===== src/rtl/core_types_pkg.sv =====
// Shared core types for the map table checkpoint logic.
// Column, ROB index and checkpoint entry definitions.
package core_types_pkg;

    localparam int MAP_TABLE_DEPTH     = 4;
    localparam int LOG_MAP_TABLE_DEPTH = $clog2(MAP_TABLE_DEPTH);
    localparam int ROB_DEPTH           = 64;
    localparam int LOG_ROB_DEPTH       = $clog2(ROB_DEPTH);

    typedef logic [LOG_MAP_TABLE_DEPTH-1:0] map_table_column_index_t;
    typedef logic [LOG_ROB_DEPTH-1:0]       ROB_index_t;
    typedef logic [LOG_MAP_TABLE_DEPTH:0]   checkpoint_count_t;

    localparam checkpoint_count_t CHECKPOINT_FULL =
        checkpoint_count_t'(MAP_TABLE_DEPTH);

    typedef struct packed {
        logic       valid;
        logic       done;
        ROB_index_t ROB_index;
    } checkpoint_entry_t;

endpackage


===== src/rtl/checkpoint_kill_mask.sv =====
// Marks the queue slots from a mispredicted column up to tail-1.
// A full queue with start == tail selects every slot.
module checkpoint_kill_mask
    import core_types_pkg::*;
(
    input  logic [LOG_MAP_TABLE_DEPTH-1:0] start_column,
    input  logic [LOG_MAP_TABLE_DEPTH-1:0] tail,
    input  logic                           full,
    output logic [MAP_TABLE_DEPTH-1:0]     kill_mask
);

    map_table_column_index_t span;
    map_table_column_index_t offset;

    // Slot i is killed when its distance from start lies inside the span
    always_comb begin
        span      = tail - start_column;
        offset    = '0;
        kill_mask = '0;
        for (int i = 0; i < MAP_TABLE_DEPTH; i++) begin
            offset       = map_table_column_index_t'(i) - start_column;
            kill_mask[i] = (offset < span) || ((span == '0) && full);
        end
    end

endmodule


===== src/rtl/map_checkpoint_ctrl.sv =====
// Checkpoint column allocator for the phys reg map table.
// Allocates per branch, retires in order, restores on mispredict.
module map_checkpoint_ctrl
    import core_types_pkg::*;
(
    input  logic                           CLK,
    input  logic                           nRST,
    input  logic                           alloc_req,
    input  logic [LOG_ROB_DEPTH-1:0]       alloc_ROB_index,
    output logic                           alloc_ready,
    output logic [LOG_MAP_TABLE_DEPTH-1:0] alloc_column,
    input  logic                           resolve_valid,
    input  logic [LOG_MAP_TABLE_DEPTH-1:0] resolve_column,
    input  logic                           resolve_mispredict,
    input  logic                           full_flush,
    output logic                           restore_valid,
    output logic [LOG_MAP_TABLE_DEPTH-1:0] restore_column,
    output logic [LOG_ROB_DEPTH-1:0]       restore_ROB_index,
    output logic [LOG_MAP_TABLE_DEPTH:0]   num_active,
    output logic                           empty
);

    checkpoint_entry_t       q   [MAP_TABLE_DEPTH];
    checkpoint_entry_t       q_n [MAP_TABLE_DEPTH];
    map_table_column_index_t head, head_n;
    map_table_column_index_t tail, tail_n;
    checkpoint_count_t       count, count_n;

    checkpoint_entry_t           res_entry;
    logic                        mispredict_fire;
    logic                        correct_fire;
    logic                        retire_fire;
    logic                        head_kill;
    logic                        alloc_fire;
    logic [MAP_TABLE_DEPTH-1:0]  kill_mask;

    assign alloc_column = tail;
    assign num_active   = count;
    assign empty        = (count == '0);

    checkpoint_kill_mask u_kill_mask (
        .start_column (resolve_column),
        .tail         (tail),
        .full         (count == CHECKPOINT_FULL),
        .kill_mask    (kill_mask)
    );

    // Qualify resolve, retire and allocate events against current state
    always_comb begin
        res_entry       = q[resolve_column];
        mispredict_fire = resolve_valid && resolve_mispredict
                          && res_entry.valid && !res_entry.done;
        correct_fire    = resolve_valid && !resolve_mispredict
                          && res_entry.valid && !res_entry.done;
        retire_fire     = q[head].valid && q[head].done;
        head_kill       = mispredict_fire && (resolve_column == head);
        alloc_ready     = (count != CHECKPOINT_FULL) && !restore_valid
                          && !(resolve_valid && resolve_mispredict)
                          && !full_flush;
        alloc_fire      = alloc_req && alloc_ready;
    end

    // Next queue state: retire, then kill or resolve/allocate
    always_comb begin
        q_n     = q;
        head_n  = head;
        tail_n  = tail;
        count_n = count;
        if (retire_fire && !head_kill) begin
            q_n[head] = '0;
            head_n    = head + 1'b1;
            count_n   = count - 1'b1;
        end
        if (mispredict_fire) begin
            for (int i = 0; i < MAP_TABLE_DEPTH; i++) begin
                if (kill_mask[i]) begin
                    q_n[i] = '0;
                end
            end
            tail_n  = resolve_column;
            count_n = {1'b0, map_table_column_index_t'(resolve_column - head_n)};
        end else begin
            if (correct_fire) begin
                q_n[resolve_column].done = 1'b1;
            end
            if (alloc_fire) begin
                q_n[tail].valid     = 1'b1;
                q_n[tail].done      = 1'b0;
                q_n[tail].ROB_index = alloc_ROB_index;
                tail_n              = tail + 1'b1;
                count_n             = count_n + 1'b1;
            end
        end
    end

    // Queue registers and the one-cycle restore command
    always_ff @(posedge CLK or negedge nRST) begin
        if (!nRST) begin
            for (int i = 0; i < MAP_TABLE_DEPTH; i++) begin
                q[i] <= '0;
            end
            head              <= '0;
            tail              <= '0;
            count             <= '0;
            restore_valid     <= 1'b0;
            restore_column    <= '0;
            restore_ROB_index <= '0;
        end else if (full_flush) begin
            for (int i = 0; i < MAP_TABLE_DEPTH; i++) begin
                q[i] <= '0;
            end
            head              <= '0;
            tail              <= '0;
            count             <= '0;
            restore_valid     <= 1'b0;
            restore_column    <= '0;
            restore_ROB_index <= '0;
        end else begin
            for (int i = 0; i < MAP_TABLE_DEPTH; i++) begin
                q[i] <= q_n[i];
            end
            head          <= head_n;
            tail          <= tail_n;
            count         <= count_n;
            restore_valid <= mispredict_fire;
            if (mispredict_fire) begin
                restore_column    <= resolve_column;
                restore_ROB_index <= res_entry.ROB_index;
            end
        end
    end

endmodule

===== config.mk =====
export PLATFORM = sky130hd
export DESIGN_NAME = map_checkpoint_ctrl
export DESIGN_NICKNAME = d
export VERILOG_FILES = /design/src/rtl/core_types_pkg.sv /design/src/rtl/checkpoint_kill_mask.sv /design/src/rtl/map_checkpoint_ctrl.sv
export SDC_FILE = /design/constraint.sdc
export NUM_CORES = 1
export LEC_CHECK = 0
export CORE_ASPECT_RATIO = 0.9
export CORE_MARGIN = 2
export CORE_UTILIZATION = 40
export CTS_CLUSTER_SIZE = 8
export DETAILED_ROUTE_END_ITERATION = 10
export SLEW_MARGIN = 5
export SYNTH_ARGS = -nofsm -noshare
export SYNTH_HDL_FRONTEND = slang
export SYNTH_HIERARCHICAL = 1
export SYNTH_SLANG_ARGS = --single-unit

===== constraint.sdc =====
create_clock -name CLK -period 2.63 [get_ports CLK]
set_input_delay 0.3945 -clock CLK [delete_from_list [all_inputs] [get_ports CLK]]
set_output_delay 0.3945 -clock CLK [all_outputs]
set_load 0.05 [all_outputs]

==> summary.log, run 1 <==
INFO  status         status=finished clean
INFO  yosys          yosys.cell_count.top_type=sky130_fd_sc_hd__dfrtp_1
INFO  worst_setup_path worst-endpoint-arrival=2650ps
INFO  placement      io_buffers=29
INFO  yosys          synth_area_leaders=sky130_fd_sc_hd__dfrtp_1 43%, sky130_fd_sc_hd__a32o_1 9.9%, sky130_fd_sc_hd__ha_1 7.5%
INFO  floorplan      start_util=0.407
INFO  floorplan      die_w=92.5um
INFO  global_route   met2_usage=0.285
INFO  yosys          post_synth_most_frequent_cells=48 x sky130_fd_sc_hd__dfrtp_1, 28 x sky130_fd_sc_hd__a32o_1, 18 x sky130_fd_sc_hd__a21oi_1, 17 x sky130_fd_sc_hd__ha_1, 14 x sky130_fd_sc_hd__nor2_1
INFO  yosys          post_synth_fa_ha_maj_area_fraction=0.0754
INFO  pwr            p_leak=1.52nW
INFO  placement      dp_hpwl=4.77mm
INFO  clocking       ctsHoldBuffers=0
INFO  worst_setup_path setup.worst_path.end_class=flop
INFO  job            maxCapViolCount=0
INFO  global_route   first_global_vias=2096
INFO  sta            timing.max_slew.rel_slack=0.475
INFO  yosys          average_cell_area_after_synthesis=11.4um2
INFO  yosys          async_flop_share=1.00
INFO  route          drt-total-wl=6.75mm
INFO  route          initial_drc_count=155
INFO  pwr            max-vdd-ir-drop=0.226mV
INFO  clocking       ctsLongestPathBuffers=2
INFO  clocking       clock_latency=310ps
INFO  sta            maxClockFrequency=414MHz
INFO  yosys          synth-compound-area-share=0.189
INFO  sta            finalCritPeriodShare=0.918
INFO  global_route   global_route.usage.total=0.186
INFO  worst_setup_path setup.worst_path.class=input pin to flop
INFO  yosys          synth_top_cell_by_area=sky130_fd_sc_hd__dfrtp_1
INFO  yosys          synth-simple-area-share=0.134
INFO  sta            skew_final=10.6ps
INFO  floorplan      y_dimension_of_the_die=83.7um
INFO  yosys          synth_ff_type=sky130_fd_sc_hd__dfrtp_1
INFO  worst_setup_path crit_required=2870ps
INFO  sta            whs=174ps
INFO  route          drt-vias-per-instance=5.56
INFO  yosys          postSynthCellCount=248
INFO  yosys          yosys_register_bits=48
INFO  yosys          post_synth_mux_area_share=0.0914
INFO  floorplan      num_rows=29
INFO  worst_setup_path critical_path.startpoint_type=input pin
INFO  global_route   grt_first_pass_wirelength=11.3mm
INFO  sta            final_period_minus_worst_setup_slack=2420ps
INFO  clocking       post-cts-setup-buffers=0
INFO  clocking       cts-htree-levels=2
INFO  cells_and_area layoutNonFillerInstCount=391
INFO  global_route   grt_max_degree=49
INFO  route          first_pass_detailed_route_iteration_total=4
INFO  route          num_vias=2174
INFO  clocking       cts_tree=yes
INFO  yosys          synth_edf_count=0
INFO  global_route   most_heavily_used_metal_layer_in_global_routing=met2
INFO  yosys          synth.distinct_cells=47
INFO  global_route   met3_usage=0.0244
INFO  clocking       clk_transition_reported_paths=90ps
INFO  yosys          ys.warnings.count=6
INFO  sta            worst-slew-pin-transition=788ps
INFO  pwr            power_density=442mW/mm2
INFO  route          drt.antenna.violating_nets=0
INFO  global_route   met1_usage=0.279
INFO  cells_and_area count_of_antenna_diodes_in_the_layout=0
INFO  sta            report.final.hold_viol_count=0
INFO  floorplan      die-area=0.00774mm2
INFO  sta            final_report_max_slew_violation_count=0
INFO  worst_setup_path cp_max_fo=8
INFO  yosys          synth_top_family_by_area=compound AO/OA/AOI/OAI gates
INFO  placement      globalplace.congestion=0.827
INFO  route          route.detailed.wl_per_inst=17.3um
INFO  yosys          mappedNetlistArea=0.00282mm2
INFO  cells_and_area fin_nets=328
INFO  yosys          mappedNetlistNets=279
INFO  cells_and_area filler_cells=634
INFO  sta            unrepaired_setup_endpoints_after_global_routing=no
INFO  clocking       clock-root-buffer=sky130_fd_sc_hd__clkbuf_8
INFO  yosys          synth_xor_area_frac=0.0395
INFO  cells_and_area drive_gt1_frac=0.158
INFO  global_route   global_route.overflow_total=0
INFO  sta            setup-violations-final=0
INFO  clocking       clkSinkCount=48
INFO  route          drc_errors=0
INFO  clocking       cts_inserted_buffers=5
INFO  floorplan      core_area=0.00693mm2
INFO  floorplan      top_level_ports=30
INFO  placement      numPlacedInstances=383
INFO  cells_and_area areaGrowthSynthToFinish=22.2%
INFO  yosys          synth_sequential_area_ratio=0.426
INFO  yosys          synth_top_area_frac=0.426
INFO  min_path       class_of_the_tightest_hold_or_removal_check=input pin to asynchronous set/reset pin
INFO  worst_setup_path rrSetupSlack=220ps
INFO  global_route   grt_antenna_before_repair=0
## layer usage
metal  up-vias  share of wire
met5         -              0
met4         0          0.012
met3         9          0.051
met2        62           0.46
met1      1066           0.47
li1       1037              -
## logic make-up (layout without fill, tap and decap cells)
kind of cell	after synthesis	count (layout)
AO/OA/AOI/OAI	70	70
XOR/XNOR	8	8
adder cells (fa/ha/maj)	17	17
buffers and inverters	23	73
flip-flops	48	48
multiplexers	15	15
AND/OR/NAND/NOR	67	67
## registers in the layout, indices dropped and copies added, names as in the netlist
register,flops
q,32
restore_ROB_index,6
num_active,3
alloc_column,2
head,2
restore_column,2
restore_valid,1
## through the flow
step           power, W   util  worst slack, ps  area [um2]  TNS, ps
2_1_floorplan  0.000944      -              177        2830        0
3_3_place_gp    0.00106  0.483            -88.3        3350     -652
3_5_place_dp    0.00106  0.483             -168        3350    -1480
4_1_cts         0.00153  0.497              139        3440        0
5_1_grt         0.00160  0.498              104        3450        0
6_report        0.00152  0.498              214        3450        0
## timing repair
| item | in CTS | in global routing |
|---|---|---|
| setup endpoints to repair | 0 | 7 |
| hold endpoints to repair | 0 | 0 |
| resized for setup | 0 | 1 |
## power breakdown
| part | switching, W | internal (W) |
|---|---|---|
| logic | 0.000155 | 0.000122 |
| clock network | 0.000263 | 0.000213 |
| registers | 0.0000143 | 0.000755 |
## worst max-delay path, stage by stage
cell and delay (ps):
sky130_fd_sc_hd__clkdlybuf4s50_1 480, sky130_fd_sc_hd__ha_1 210, sky130_fd_sc_hd__xnor3_1 230, sky130_fd_sc_hd__ha_1 270, sky130_fd_sc_hd__nor2_1 80, sky130_fd_sc_hd__o21ai_0 80, sky130_fd_sc_hd__a21oi_1 620, sky130_fd_sc_hd__a32o_1 280
## cell usage in the layout, fill, tap and decap left out, drive strengths merged, types with 10 or more instances in the layout
cell	n
a21oi	18
a32o	28
buf	28
clkdlybuf4s50	27
dfrtp	48
ha	17
inv	10
nand3	10
nor2	15
nor2b	11
o21ai	11
## final cells by class
cell class	instances	area, um2	share of cell area
repair buffers	55	490	0.142
inverters	10	40.0	0.0116
multi-input cells	177	1500	0.436
clock inverters	2	15.0	0.00435
well taps	93	116	0.0337
clock buffers	6	82.6	0.0239
flip-flops and latches	48	1200	0.348
## worst paths after layout
kind                                   start    end  cells past startpoint
setup / recovery           resolve_column[0]   q[1]                      8
hold reg to reg                        q[20]  q[20]                      1
max in group asynchronous               nRST   q[1]                      2
min in group CLK                       q[20]  q[20]                      1
hold / removal                          nRST  q[10]                      2
setup reg to reg             alloc_column[0]   q[1]                      8
Power figures use the tool's default switching activity.
==> run 2: changes to the inputs <==
--- a/config.mk
+++ b/config.mk
@@ -10,6 +10,7 @@
 export CORE_UTILIZATION = 40
 export CTS_CLUSTER_SIZE = 8
 export DETAILED_ROUTE_END_ITERATION = 10
+export MAX_ROUTING_LAYER = met4
 export SLEW_MARGIN = 5
 export SYNTH_ARGS = -nofsm -noshare
 export SYNTH_HDL_FRONTEND = slang
==> summary.log, run 2 (synthesis gave the netlist of run 1 again) <==
INFO  sta            timing.max_slew.rel_slack=0.484 [was 0.475]
INFO  clocking       post-cts-setup-buffers=0 [unchanged]
INFO  sta            unrepaired_setup_endpoints_after_global_routing=no [unchanged]
INFO  pwr            seq_power_share=0.504 [was 0.505]
INFO  global_route   grt_first_pass_wirelength=11.3mm [about the same]
INFO  route          num_vias=2206 [was 2174]
INFO  worst_setup_path crit_required=2870ps [about the same]
INFO  worst_setup_path cp_max_fo=8 [unchanged]
INFO  cells_and_area mostFrequentLayoutCell=sky130_fd_sc_hd__dfrtp_1 [unchanged]
INFO  cells_and_area fin_nets=328 [unchanged]
INFO  worst_setup_path cp_common_cell=sky130_fd_sc_hd__ha_1 [unchanged]
INFO  global_route   grt_antenna_before_repair=0 [unchanged]
INFO  placement      numPlacedInstances=383 [unchanged]
INFO  cells_and_area drive_gt1_frac=0.158 [unchanged]
INFO  pwr            share_comb_of_total_power=0.182 [about the same]
INFO  pwr            p_sw_frac=0.285 [was 0.284]
INFO  floorplan      die_w=92.5um [unchanged]
INFO  clocking       clock-root-buffer=sky130_fd_sc_hd__clkbuf_8 [unchanged]
INFO  route          drt.antenna.violating_nets=0 [unchanged]
INFO  route          initial_drc_count=145 [was 155]
INFO  placement      globalplace.congestion=0.840 [was 0.827]
INFO  sta            final_total_negative_setup_slack=0ps [unchanged]
INFO  route          drt-vias-per-instance=5.64 [was 5.56]
INFO  sta            worst-slew-pin-transition=774ps [was 788 ps]
INFO  floorplan      y_dimension_of_the_die=83.7um [unchanged]
INFO  worst_setup_path worst-endpoint-arrival=2640ps [was 2650 ps]
INFO  pwr            internal_power=0.00109W [about the same]
INFO  global_route   grt_max_degree=49 [unchanged]
INFO  clocking       clkSinkCount=48 [unchanged]
INFO  floorplan      core_area=0.00693mm2 [unchanged]
INFO  worst_setup_path critical_path.slowest_cell=sky130_fd_sc_hd__a21oi_1 [unchanged]
INFO  worst_setup_path critical_path.startpoint_type=input pin [unchanged]
INFO  placement      dp_hpwl=4.77mm [unchanged]
INFO  worst_setup_path setup.worst_path.class=input pin to flop [unchanged]
INFO  clocking       clk_transition_reported_paths=100ps [was 90 ps]
INFO  worst_setup_path rrSetupSlack=230ps [was 220 ps]
INFO  worst_setup_path worst_path_largest_cell_delay=610ps [was 620 ps]
INFO  cells_and_area layoutNonFillerInstCount=391 [unchanged]
INFO  sta            report.final.hold_viol_count=0 [unchanged]
INFO  route          drt-total-wl=6.80mm [was 6.75 mm]
INFO  placement      io_buffers=29 [unchanged]
INFO  cells_and_area largest-register=q [unchanged]
INFO  cells_and_area count_of_antenna_diodes_in_the_layout=0 [unchanged]
INFO  pwr            netSwitchingPower=0.000435W [was 0.000432 W]
INFO  floorplan      die-area=0.00774mm2 [unchanged]
INFO  worst_setup_path crit_path_cell_chain=clkdlybuf4s50_1, ha_1, xnor3_1, ha_1, nor2_1, o21ai_0, a21oi_1, a32o_1 [unchanged]
INFO  clocking       cts_tree=yes [unchanged]
INFO  pwr            max-vdd-ir-drop=0.227mV [was 0.226 mV]
INFO  floorplan      num_rows=29 [unchanged]
INFO  clocking       ctsLongestPathBuffers=2 [unchanged]
INFO  clocking       cts-htree-levels=2 [unchanged]
INFO  cells_and_area filler_cells=634 [unchanged]
INFO  global_route   first_global_vias=2095 [was 2096]
INFO  sta            final_report_max_slew_violation_count=0 [unchanged]
INFO  route          drc_errors=0 [unchanged]
INFO  worst_setup_path setup.worst_path.end_class=flop [unchanged]
INFO  pwr            clock_power_share=0.313 [about the same]
INFO  global_route   global_route.usage.total=0.191 [was 0.186]
INFO  route          first_pass_detailed_route_iteration_total=4 [unchanged]
INFO  cells_and_area largest_reg_flops=32 [unchanged]
INFO  sta            finalCritPeriodShare=0.913 [was 0.918]
INFO  clocking       clock_latency=310ps [about the same]
INFO  pwr            p_leak=1.52nW [unchanged]
INFO  floorplan      top_level_ports=30 [unchanged]
INFO  worst_setup_path reg2regPathDepth=8 [unchanged]
INFO  min_path       class_of_the_tightest_hold_or_removal_check=input pin to asynchronous set/reset pin [unchanged]
INFO  worst_setup_path reg_to_reg_critical_path_startpoint=alloc_column[0] [unchanged]
INFO  cells_and_area final_cell_mix=48 x sky130_fd_sc_hd__dfrtp_1, 28 x sky130_fd_sc_hd__a32o_1, 27 x sky130_fd_sc_hd__clkdlybuf4s50_1, 26 x sky130_fd_sc_hd__buf_4 [unchanged]
INFO  job            maxCapViolCount=0 [unchanged]
INFO  sta            final_period_minus_worst_setup_slack=2400ps [was 2420 ps]
INFO  clocking       cts_inserted_buffers=5 [unchanged]
INFO  sta            maxClockFrequency=417MHz [was 414 MHz]
INFO  sta            setup-violations-final=0 [unchanged]
INFO  pwr            power_density=443mW/mm2 [was 442 mW/mm2]
INFO  worst_setup_path cp_num_buf_inv=1 [unchanged]
INFO  sta            skew_final=9.76ps [was 10.6 ps]
INFO  global_route   global_route.overflow_total=0 [unchanged]
INFO  status         status=finished clean [unchanged]
INFO  cells_and_area areaGrowthSynthToFinish=22.2% [unchanged]
INFO  worst_setup_path r2r_end=q[1] [unchanged]
INFO  route          route.detailed.wl_per_inst=17.4um [was 17.3 um]
INFO  worst_setup_path cpLargestDelayFamily=compound AO/OA/AOI/OAI gates [unchanged]
INFO  floorplan      start_util=0.407 [unchanged]
INFO  cells_and_area utilization_after_layout=0.498 [unchanged]
-- run 2: cell counts in the layout (fill, tap and decap cells not counted) --
No cell type changed its count.
-- run 2: timing repair --
item	CTS	global route
hold buffers	0	0
endpoints found under the setup margin	0	7
gates resized for setup	0	1
-- run 2: layout make-up --
type                       count  area (um2)  share of cell area
timing repair buffer          55         490               0.142
clock inverter                 2        15.0             0.00435
inverter                      10        40.0              0.0116
tap                           93         116              0.0337
clock buffer                   6        82.6              0.0239
sequential                    48        1200               0.348
multi-input combinational    177        1500               0.436
-- run 2: metal layers --
layer	track usage	wire length, um	up-vias
met5	-	0	-
met4	0.0488	80	0
met3	0.0244	337	9
met2	0.285	3140	58
met1	0.278	3250	1102
li1	-	-	1037
-- run 2: metrics by stage --
stage | setup slack, ps | power (W) | hold slack (ps) | instance area, um2
global route | 104 | 0.00160 | 222 | 3450
floorplan | 177 | 0.000944 | 98.9 | 2830
global placement | -88.3 | 0.00106 | 496 | 3350
finish | 229 | 0.00153 | 170 | 3450
detailed placement | -168 | 0.00106 | 505 | 3350
CTS | 139 | 0.00153 | 208 | 3440
-- run 2: how the worst max path moves through the flow --
stage | start | cells past startpoint | end | slack, ps
2_1_floorplan | num_active[0] | 9 | q[24] | 180
3_3_place_gp | resolve_column[0] | 8 | q[20] | -90
3_5_place_dp | resolve_column[0] | 8 | q[20] | -170
4_1_cts | alloc_column[0] | 8 | q[20] | 140
5_1_grt | alloc_column[0] | 8 | q[6] | 100
6_report | resolve_column[0] | 8 | q[1] | 230
-- run 2: power groups by stage --
stage / logic [W] / clock network, W / registers [W]
2_1_floorplan: 0.000145 / 0 / 0.000799
3_3_place_gp: 0.000276 / 0 / 0.000784
3_5_place_dp: 0.000279 / 0 / 0.000784
4_1_cts: 0.000280 / 0.000484 / 0.000770
5_1_grt: 0.000307 / 0.000518 / 0.000772
6_report: 0.000278 / 0.000478 / 0.000770
